==> src/rtl/core_pkg.sv <==
// Shared pipeline definitions: result-source and forwarding encodings, and the
// hazard sequencer state type.
package core_pkg;
  localparam logic [1:0] RESULT_SRC_LOAD = 2'b01;

  localparam logic [1:0] FWD_RF  = 2'b00;
  localparam logic [1:0] FWD_MEM = 2'b10;
  localparam logic [1:0] FWD_WB  = 2'b01;

  typedef enum logic [1:0] {
    RUN      = 2'b00,
    LU_STALL = 2'b01,
    MEM_WAIT = 2'b10
  } hz_state_e;
endpackage

==> src/rtl/fwd_sel_unit.sv <==
// EX-stage operand forwarding select for one source register.
// MEM/WB producers are checked youngest first; x0 is never forwarded.
module fwd_sel_unit
  import core_pkg::*;
(
  input  logic [4:0] i_ex_rs,
  input  logic [4:0] i_mem_rd,
  input  logic       i_mem_reg_write,
  input  logic [4:0] i_wb_rd,
  input  logic       i_wb_reg_write,
  output logic [1:0] o_sel
);
  logic w_mem_hit, w_wb_hit;

  assign w_mem_hit = i_mem_reg_write && (i_mem_rd != 5'd0) && (i_mem_rd == i_ex_rs);
  assign w_wb_hit  = i_wb_reg_write  && (i_wb_rd  != 5'd0) && (i_wb_rd  == i_ex_rs);

  always_comb begin
    o_sel = FWD_RF;
    if (w_mem_hit)     o_sel = FWD_MEM;
    else if (w_wb_hit) o_sel = FWD_WB;
  end
endmodule

==> src/rtl/hazard_ctrl_unit.sv <==
// Pipeline sequencer: stall/flush control for the 5-stage core, operand
// forwarding selects and saturating stall/redirect event counters.
module hazard_ctrl_unit
  import core_pkg::*;
#(
  parameter int LU_BUBBLES = 1,
  parameter int CNT_W      = 16
) (
  input  logic             clk,
  input  logic             rst,
  input  logic [4:0]       id_rs1,
  input  logic [4:0]       id_rs2,
  input  logic [4:0]       ex_rs1,
  input  logic [4:0]       ex_rs2,
  input  logic [4:0]       ex_rd,
  input  logic             ex_reg_write,
  input  logic [1:0]       ex_result_src,
  input  logic             ex_pc_src,
  input  logic [4:0]       mem_rd,
  input  logic [4:0]       wb_rd,
  input  logic             mem_reg_write,
  input  logic             wb_reg_write,
  input  logic             dmem_req,
  input  logic             dmem_ready,
  output logic             stall_if,
  output logic             stall_id,
  output logic             stall_ex,
  output logic             stall_mem,
  output logic             flush_id,
  output logic             flush_ex,
  output logic [1:0]       fwd_a_sel,
  output logic [1:0]       fwd_b_sel,
  output logic [CNT_W-1:0] stall_cnt,
  output logic [CNT_W-1:0] flush_cnt
);
  localparam logic [1:0] LU_INIT = 2'(LU_BUBBLES - 1);

  hz_state_e        r_state, w_nxt_state;
  logic [1:0]       r_bub, w_nxt_bub;
  logic [CNT_W-1:0] r_stall_cnt, r_flush_cnt;
  logic             w_mem_wait, w_load_use;
  logic             w_sif, w_sid, w_sex, w_smem, w_fid, w_fex, w_any_stall;
  logic [1:0]       w_fwd_a, w_fwd_b;

  assign w_mem_wait = dmem_req & ~dmem_ready;
  assign w_load_use = ex_reg_write && (ex_result_src == RESULT_SRC_LOAD) && (ex_rd != 5'd0) &&
                      ((ex_rd == id_rs1) || (ex_rd == id_rs2));

  always_comb begin
    w_sif       = 1'b0;
    w_sid       = 1'b0;
    w_sex       = 1'b0;
    w_smem      = 1'b0;
    w_fid       = 1'b0;
    w_fex       = 1'b0;
    w_nxt_state = r_state;
    w_nxt_bub   = r_bub;
    if (w_mem_wait) begin
      // Freeze everything; a pending redirect waits for the access to finish.
      {w_sif, w_sid, w_sex, w_smem} = 4'b1111;
      w_nxt_state = MEM_WAIT;
      w_nxt_bub   = 2'd0;
    end else if (ex_pc_src) begin
      w_fid       = 1'b1;
      w_fex       = 1'b1;
      w_nxt_state = RUN;
      w_nxt_bub   = 2'd0;
    end else if (r_state == LU_STALL) begin
      // EX now holds a bubble, so the load-use match cannot be relied on here.
      w_sif = 1'b1;
      w_sid = 1'b1;
      w_fex = 1'b1;
      if (r_bub <= 2'd1) begin
        w_nxt_state = RUN;
        w_nxt_bub   = 2'd0;
      end else begin
        w_nxt_bub   = r_bub - 2'd1;
      end
    end else if (w_load_use) begin
      w_sif = 1'b1;
      w_sid = 1'b1;
      w_fex = 1'b1;
      if (LU_BUBBLES > 1) begin
        w_nxt_state = LU_STALL;
        w_nxt_bub   = LU_INIT;
      end else begin
        w_nxt_state = RUN;
      end
    end else begin
      w_nxt_state = RUN;
    end
  end

  assign w_any_stall = w_sif | w_sid | w_sex | w_smem;

  fwd_sel_unit u_fwd_a (
    .i_ex_rs        (ex_rs1),
    .i_mem_rd       (mem_rd),
    .i_mem_reg_write(mem_reg_write),
    .i_wb_rd        (wb_rd),
    .i_wb_reg_write (wb_reg_write),
    .o_sel          (w_fwd_a)
  );

  fwd_sel_unit u_fwd_b (
    .i_ex_rs        (ex_rs2),
    .i_mem_rd       (mem_rd),
    .i_mem_reg_write(mem_reg_write),
    .i_wb_rd        (wb_rd),
    .i_wb_reg_write (wb_reg_write),
    .o_sel          (w_fwd_b)
  );

  always_ff @(posedge clk or posedge rst) begin
    if (rst) begin
      r_state     <= RUN;
      r_bub       <= 2'd0;
      r_stall_cnt <= '0;
      r_flush_cnt <= '0;
    end else begin
      r_state <= w_nxt_state;
      r_bub   <= w_nxt_bub;
      if (w_any_stall && (r_stall_cnt != '1)) r_stall_cnt <= r_stall_cnt + CNT_W'(1);
      if (w_fid && (r_flush_cnt != '1))       r_flush_cnt <= r_flush_cnt + CNT_W'(1);
    end
  end

  // Outputs are forced low for the whole time reset is held.
  assign stall_if  = w_sif  & ~rst;
  assign stall_id  = w_sid  & ~rst;
  assign stall_ex  = w_sex  & ~rst;
  assign stall_mem = w_smem & ~rst;
  assign flush_id  = w_fid  & ~rst;
  assign flush_ex  = w_fex  & ~rst;
  assign fwd_a_sel = rst ? FWD_RF : w_fwd_a;
  assign fwd_b_sel = rst ? FWD_RF : w_fwd_b;
  assign stall_cnt = r_stall_cnt;
  assign flush_cnt = r_flush_cnt;
endmodule

==> config.mk <==
export PLATFORM = sky130hd
export DESIGN_NAME = hazard_ctrl_unit
export DESIGN_NICKNAME = d
export VERILOG_FILES = /design/src/rtl/core_pkg.sv /design/src/rtl/fwd_sel_unit.sv /design/src/rtl/hazard_ctrl_unit.sv
export SDC_FILE = /design/constraint.sdc
export NUM_CORES = 1
export LEC_CHECK = 0
export CAP_MARGIN = 5
export CORE_MARGIN = 5
export CORE_UTILIZATION = 47
export CTS_BUF_LIST = sky130_fd_sc_hd__clkbuf_4
export DETAILED_ROUTE_END_ITERATION = 10
export GPL_TIMING_DRIVEN = 0
export MAX_ROUTING_LAYER = met4
export PLACE_DENSITY_LB_ADDON = 0.05
export SETUP_SLACK_MARGIN = 0.5
export SLEW_MARGIN = 20
export SYNTH_ARGS = -nofsm -noshare
export SYNTH_HDL_FRONTEND = slang
export SYNTH_SLANG_ARGS = --single-unit
==> constraint.sdc <==
create_clock -name clk -period 5.28 [get_ports clk]
set_input_delay 0.528 -clock clk [delete_from_list [all_inputs] [get_ports clk]]
set_output_delay 0.528 -clock clk [all_outputs]
set_load 0.1 [all_outputs]
* Yosys cells after proc, flatten, opt, wreduce, memory -nomap -nowiden
Cells that the tools add are included.
Storage, ports and cells: register bits after elaboration 36, bits in latches 0, bits in writable memories 0, bits in read-only memories 0, output and inout port bits 42, memories kept 0
Cells by class: $add $sub $neg 3, $mul 0, div/mod/pow operators 0, order comparisons 1, equality and inequality tests 11, shift-type cells 0, multiplexer cells 23, bitwise gates (word level) 9, reductions and logical operators 16
Operators by type and width (count):
- 16-bit by 1-bit adder with 16-bit output, second input constant | 2
- 16-bit != test, second input constant | 2
- 5-bit == test | 6
- 2-bit two-way mux | 12
- 5-bit nonzero test | 3
- 1-bit logical AND | 11
- 1-bit two-way mux | 11
- 1-bit AND | 5
- 2-bit by 1-bit == test with 1-bit output, second input constant | 2
- 4-bit by 3-bit != test with 1-bit output, second input constant | 1
- 3-bit nonzero test | 1
- 2-bit by 1-bit less-or-equal comparator with 1-bit output, second input constant | 1
- 1-bit inverter | 2
- 1-bit OR | 2
- 2-bit by 1-bit subtractor with 2-bit output, second input constant | 1
- 1-bit logical OR | 1

* Depth between registers and ports, before layout
Gate-level depths: netlist of run 1.
word-level depth 11, depth in mapped cells 7, depth with buffers taken out 7

* Cells and area by module
From an unflattened synthesis of run 1, not the netlist that was laid out.
Unflattened totals: cells, all modules 207, area, all modules 2038.2 um^2
Modules (own cells, without submodules):
- hazard_ctrl_unit | times used 1, cells an instance 165, area each 1720.4 um^2, seq. area each 800.8 um^2
- fwd_sel_unit | times used 2, cells an instance 21, area each 158.9 um^2, seq. area each 0.0 um^2

* Worst setup path after synthesis of run 1
Ideal clock, no wire load.
path kind input to output, start in rst, end out fwd_b_sel[0], arrival time 4.827 ns, data required time 4.752 ns, slack -0.075 ns, stages on the path 4, buffers on the path 0, cell sequence inv_1 > o211ai_1 > or4_1 > nor4_1
On the way: longest elaborated chain between the ends 1
Ends and longest elaborated chain:
- start, declared | RTL line hazard_ctrl_unit.sv:10 | input logic rst,
- 2-bit two-way mux | RTL line hazard_ctrl_unit.sv:136 | assign fwd_b_sel = rst ? FWD_RF : w_fwd_b;
- end, declared | RTL line hazard_ctrl_unit.sv:32 | output logic [1:0] fwd_b_sel,
Every way passes these cells.

* Worst setup path in the final report of run 1
Same ends and word-level chain as after synthesis.

==> flow_metrics.tcl, run 1 <==
set metrics [dict create \
    routed-via-count 1794 \
    final_nets 343 \
    clk_pin_slew_ps 100 \
    ys_ff_latch 32 \
    setup.worst_path.start "rst" \
    post_synth_num_cell_types 37 \
    ant_diodes 0 \
    finalSetupViolations 0 \
    route.detailed.wl_per_inst_um 14.6 \
    design.portCount 87 \
    number_of_antenna_violations_at_the_first_check_in_global_routing 0 \
    holdBufCountCts 0 \
    fp.dieArea_um2 5690 \
    timing.slew.headroom 0.312 \
    grt_pass1_wl_mm 8.40 \
    worst_reg2reg_path_length_in_cells 5 \
    synth.avg_cell_area_um2 9.92 \
    hold_viol 0 \
    peakVddDrop_uv 698 \
    first_global_vias 1811 \
    clock-skew-final_ps 7.00 \
    cts.repair.resized 0 \
    gp_routability_congestion 0.871 \
    final_antenna_net_count 0 \
    synth.net_count 250 \
    clockRootBuffer "sky130_fd_sc_hd__clkbuf_4" \
    hold_path_class "flip-flop to flip-flop" \
    core_um2 4090 \
    fp.dieH_um 75.5 \
    grt_setup_unrepaired "false" \
    io_buffer_count 86 \
    share_of_final_layout_standard_cells_stronger_than_drive_strength_1 0.0808 \
    final_core_util 0.733 \
    timing.final.crit_share 0.806 \
    grt_max_degree 36 \
    critical_path.endpoint_type "primary output" \
    fin_tns_setup_ps 0 \
    timing.critical_path.from_type "input port" \
    number_of_rows_in_the_core_area 23 \
    ys.warnings.count 0 \
    drc 0 \
    detail_route.first_pass.iterations 4 \
    internal_power_uw 517 \
    power.share.sequential 0.318 \
    floorplan.initialDensity 0.493 \
    max_cap_viol_count 0 \
    swShare 0.535 \
    status "finished, final reports clean" \
    syn_inst 203 \
    seq_area_frac_synth 0.398 \
    finalWirelength_mm 5.08 \
    fmaxAchievable_ghz 0.235 \
    die_width_um 75.5 \
    p_sw_uw 595 \
    timing.rr.start "flush_cnt[10]" \
    htree_num_levels 2 \
    power.combinational.fraction 0.562 \
    worst-endpoint-arrival_ps 3730 \
    cellPowerDensity_nw_per_um2 371 \
    min_delay_path_depth 1 \
    p_clk_frac 0.120 \
    finalCriticalPeriod_ps 4250 \
    dp_hpwl_mm 4.12 \
    clock-sinks 32 \
    clk-insertion-delay-late_ps 330 \
    p_leak_uw 0.00123 \
    timing_worst_slew_pin_value_ps 1030 \
    clk_path_buf_depth 2 \
    critical_path_required_ps 4750 \
    areaGrowthSynthToFinish_pct 48.7 \
    cts.repair_timing.setup_buffer_count 0 \
    groute.usage.overall 0.196 \
    critical_path_peak_fanout 35 \
    gr-total-overflow 0 \
    clock_tree_from_tritoncts "yes" \
    routed_via_density 5.17 \
    numCtsBuffers 5 \
    critical_path_class "input port to primary output" \
    drt_iter0_drc 118 \
    pins_over_their_slew_limit 0 \
    post_synthesis_cell_area_um2 2010 \
    min_from "stall_cnt[15]" \
]
==> cells in the mapped netlist, drive strengths merged <==
cell type	count	area (um2)
xnor2	35	307
dfrtp	32	801
xor2	24	210
nand2	18	67.6
nand3	15	75.1
nor2	13	48.8
and3	10	67.6
nand4	10	62.6
nor3	8	45.0
and4	4	38.8
buf	4	31.3
inv	4	15.0
nor4	4	40.0
or4	4	30.0
and2	3	20.0
ha	2	25.0
mux2	2	26.3
o21ai	2	13.8
a22oi	1	7.51
and4b	1	10.0
mux2i	1	10.0
nand2b	1	6.26
o211a	1	10.0
o211ai	1	7.51
o31ai	1	21.3
or2	1	6.26
or3	1	11.3
==> cell usage in the layout (no fill, tap or decap), types with 2 or more instances in the layout <==
cell                              instances
sky130_fd_sc_hd__nand3_1                 15
sky130_fd_sc_hd__nor4_1                   2
sky130_fd_sc_hd__clkinv_2                 2
sky130_fd_sc_hd__and3_1                   9
sky130_fd_sc_hd__or4_1                    4
sky130_fd_sc_hd__nand2_1                 18
sky130_fd_sc_hd__nor3_1                   7
sky130_fd_sc_hd__clkdlybuf4s50_1         86
sky130_fd_sc_hd__and4_1                   2
sky130_fd_sc_hd__and2_1                   2
sky130_fd_sc_hd__dfrtp_1                 32
sky130_fd_sc_hd__inv_1                    3
sky130_fd_sc_hd__xor2_1                  24
sky130_fd_sc_hd__xnor2_1                 35
sky130_fd_sc_hd__clkbuf_4                 5
sky130_fd_sc_hd__buf_4                    2
sky130_fd_sc_hd__ha_1                     2
sky130_fd_sc_hd__nor2_1                  13
sky130_fd_sc_hd__nand4_1                 10
==> worst max-delay path, cell delays in order <==
cell                              delay (ps)
sky130_fd_sc_hd__clkdlybuf4s50_1         500
sky130_fd_sc_hd__inv_2                   560
sky130_fd_sc_hd__o211ai_1                220
sky130_fd_sc_hd__or4_1                   580
sky130_fd_sc_hd__nor4_2                  140
sky130_fd_sc_hd__clkdlybuf4s50_1        1190
==> area by class of cell <==
| cell class | instances | area (um2) |
|---|---|---|
| fillers | 332 | 1090 |
| clock inverters | 3 | 13.8 |
| plain buffers | 4 | 31.3 |
| well taps | 50 | 62.6 |
| multi-input cells | 163 | 1170 |
| flip-flops and latches | 32 | 801 |
| inverters | 4 | 15.0 |
| repair buffers | 86 | 861 |
| clock buffers | 5 | 37.5 |
==> per-layer routing <==
| metal | wire (um) | share of wire | global-route usage | up-vias |
|---|---|---|---|---|
| met5 | 0 | 0 | - | - |
| met4 | 82 | 0.016 | 0.0544 | 0 |
| met3 | 267 | 0.053 | 0.0409 | 9 |
| met2 | 2560 | 0.50 | 0.324 | 51 |
| met1 | 2160 | 0.43 | 0.244 | 840 |
| li1 | - | - | - | 894 |
==> power groups by stage <==
stage / Clock (uW) / Sequential (uW) / Combinational (uW)
final: 133 / 353 / 625
after global routing: 146 / 362 / 653
after CTS: 137 / 352 / 629
after detailed placement: 0 / 355 / 628
after global placement: 0 / 355 / 623
after floorplan: 0 / 678 / 133
==> per-stage QoR <==
stage | area (um2) | power [uW] | hold WS (ps) | std cells | worst slack, ps
final | 3000 | 1110 | 489 | 347 | 1030
after global routing | 3000 | 1160 | 517 | 347 | 766
after CTS | 3000 | 1120 | 493 | 347 | 946
after detailed placement | 2940 | 983 | 480 | 339 | 934
after global placement | 2940 | 978 | 475 | 339 | 492
after floorplan | 2020 | 810 | 666 | 203 | 1070
==> kinds of logic after synthesis <==
| family | share of synthesized area |
|---|---|
| AO/OA/AOI/OAI | 0.0298 |
| XOR/XNOR | 0.257 |
| adder cells (fa/ha/maj) | 0.0124 |
| buffers and inverters | 0.0230 |
| flip-flops | 0.398 |
| multiplexers | 0.0180 |
| AND/OR/NAND/NOR | 0.263 |
==> worst paths after layout <==
check                                endpoint  slack [ps]
worst max register to register   flush_cnt[1]        3410
worst min-delay path            stall_cnt[15]         490
min in group asynchronous       flush_cnt[13]         750
max in group asynchronous       stall_cnt[14]        4090
worst max-delay path             fwd_b_sel[0]        1030
worst min register to register  stall_cnt[15]         490
==> sequential cells by signal, indices dropped and copies added, names as in the netlist <==
name / count
flush_cnt: 16
stall_cnt: 16
Note: power is estimated with default switching activity, not from simulation.
==> run 2, diff against run 1 <==
CORE_UTILIZATION = 40   (was 47)
clock period = 3.4 ns   (was 5.28 ns; I/O delays follow)
==> run 2 against run 1 <==
Sequential power increased by 55%. Power increased by 63%. Register-to-register slack got worse by 1900 ps. Via count decreased by 0.89%. Non-clock buffer count unchanged. First-iteration DRC count decreased by 81%. Critical path depth unchanged. Global-route usage decreased by 2.8 points. Largest cell class unchanged. Routed wire length decreased by 2.8%. Sequential cell count unchanged. Utilization decreased by 10 points.
==> flow_metrics.tcl, run 2 (same netlist as run 1, synthesis figures left out) <==
set metrics [dict create \
    status "finished, final reports clean" \
    timing.critical_path.from_type "input port" \
    detail_route.first_pass.iterations 4 \
    timing_worst_slew_pin_value_ps 1000 \
    worst_reg2reg_path_length_in_cells 5 \
    multi_input_area_um2 1170 \
    critical_path_peak_fanout 4 \
    layout.cells.most_common "sky130_fd_sc_hd__clkdlybuf4s50_1" \
    critical_path.endpoint_type "primary output" \
    hold_path_class "input port to asynchronous set/reset pin" \
    route.detailed.wl_per_inst_um 13.5 \
    design.portCount 87 \
    final_antenna_net_count 0 \
    htree_num_levels 2 \
    gr-total-overflow 0 \
    ant_diodes 0 \
    number_of_antenna_violations_at_the_first_check_in_global_routing 0 \
    routed_via_density 4.88 \
    final_nets 343 \
    finalCriticalPeriod_ps 2830 \
    floorplan.initialDensity 0.418 \
    drt_iter0_drc 23 \
    nFillCells 440 \
    internal_power_uw 888 \
    max_cap_viol_count 0 \
    dp_hpwl_mm 4.08 \
    finalWirelength_mm 4.93 \
    setup.worst_path.start "mem_rd[0]" \
    peakVddDrop_uv 953 \
    fin_tns_setup_ps 0 \
    placed_cells_incl_taps 356 \
    grt_setup_unrepaired "true" \
    clk_pin_slew_ps 100 \
    worst-r2r-setup-slack_ps 1520 \
    gp_routability_congestion 0.804 \
    fmaxAchievable_ghz 0.354 \
    p_clk_frac 0.162 \
    final_cell_count_no_fill 364 \
    cts.repair_timing.setup_buffer_count 0 \
    most_frequent_cells_in_the_layout "78 x sky130_fd_sc_hd__clkdlybuf4s50_1, 35 x sky130_fd_sc_hd__xnor2_1, 32 x sky130_fd_sc_hd__dfrtp_1, 24 x sky130_fd_sc_hd__xor2_1, 18 x sky130_fd_sc_hd__nand2_1" \
    timing.final.crit_share 0.832 \
    drc 0 \
    final_core_util 0.630 \
    clock-sinks 32 \
    timing.rr.start "flush_cnt[11]" \
    numCtsBuffers 5 \
    timing.slew.headroom 0.331 \
    number_of_rows_in_the_core_area 25 \
    finish.instance_area_um2 3040 \
    critical_path_class "input port to primary output" \
    grt_pass1_wl_mm 8.33 \
    p_sw_uw 922 \
    hold_viol 0 \
    power.share.sequential 0.302 \
    whs_ps 473 \
    clock-skew-final_ps 6.95 \
    areaGrowthSynthToFinish_pct 50.7 \
    fp.dieH_um 81.0 \
    routed-via-count 1778 \
    fp.dieArea_um2 6560 \
    pins_over_their_slew_limit 0 \
    cellPowerDensity_nw_per_um2 596 \
    core_um2 4820 \
    clock_tree_from_tritoncts "yes" \
    critical_path_required_ps 3060 \
    setup.worst_path.end "fwd_b_sel[0]" \
    power.combinational.fraction 0.536 \
    worst-endpoint-arrival_ps 2490 \
    first_global_vias 1810 \
    swShare 0.509 \
    regArea_um2 801 \
    die_width_um 81.0 \
    detailed_place.area_um2 2970 \
    clk-insertion-delay-late_ps 330 \
    io_buffer_count 86 \
    finalSetupViolations 0 \
    groute.usage.overall 0.168 \
    grt_max_degree 36 \
    clockRootBuffer "sky130_fd_sc_hd__clkbuf_4" \
    clk_path_buf_depth 2 \
    p_leak_uw 0.00128 \
    share_of_final_layout_standard_cells_stronger_than_drive_strength_1 0.101 \
    reg2reg_to "flush_cnt[1]" \
]
-- run 2: cell types whose count changed in the layout (fill, tap and decap cells not counted), sizes merged --
cell	change
clkbuf	+5
dlymetal6s2s	+1
clkdlybuf4s50	-8
buf	+1
bufinv	+1
clkinv	-2
dlygate4sd2	+2
-- run 2: metrics by stage --
step	worst slack, ps	total power, uW
2_1_floorplan	-431	1260
3_3_place_gp	-1010	1520
3_5_place_dp	-526	1530
4_1_cts	277	1830
5_1_grt	440	1900
6_report	571	1810
-- run 2: how the worst min path moves through the flow --
stage                  start            end  slack [ps]
2_1_floorplan            rst   flush_cnt[0]         480
3_3_place_gp   stall_cnt[15]  stall_cnt[15]         470
3_5_place_dp   stall_cnt[15]  stall_cnt[15]         480
4_1_cts        stall_cnt[15]  stall_cnt[15]         490
5_1_grt                  rst   flush_cnt[6]         480
6_report                 rst   flush_cnt[4]         470
-- run 2: cell type report --
class,count,area share
Buffer,4,0.0103
Tap cell,67,0.0276
Clock buffer,6,0.0148
Multi-Input combinational cell,163,0.387
Timing Repair Buffer,86,0.279
Inverter,4,0.00660
Sequential cell,32,0.264
Clock inverter,2,0.0115
-- run 2: power by group through the flow --
stage	logic (uW)	clock network (uW)	registers, uW
final	969	294	547
after global routing	1010	327	567
after CTS	976	307	548
after detailed placement	975	0	553
after global placement	969	0	552
after floorplan	206	0	1050
-- run 2: routing by layer --
| layer | wire length, um | track usage | vias up | part of all wire |
|---|---|---|---|---|
| met1 | 2090 | 0.194 | 840 | 0.42 |
| met5 | 0 | - | - | 0 |
| met4 | 40 | 0.0490 | 0 | 0.0081 |
| met2 | 2620 | 0.295 | 38 | 0.53 |
| li1 | - | - | 895 | - |
| met3 | 180 | 0.0344 | 5 | 0.036 |
-- run 2: what timing repair did --
item | in CTS | in global routing
endpoints found under the hold margin | 0 | 0
gates resized for setup | 25 | 9
setup endpoints to repair | 7 | 6
hold buffers | 0 | 0
pin swaps | 0 | 1
-- run 2: critical path: stages --
cell,delay (ps)
sky130_fd_sc_hd__clkdlybuf4s50_1,460
sky130_fd_sc_hd__or4_1,540
sky130_fd_sc_hd__o21ai_0,370
sky130_fd_sc_hd__nor3_1,130
sky130_fd_sc_hd__nor4_2,270
sky130_fd_sc_hd__clkbuf_4,370
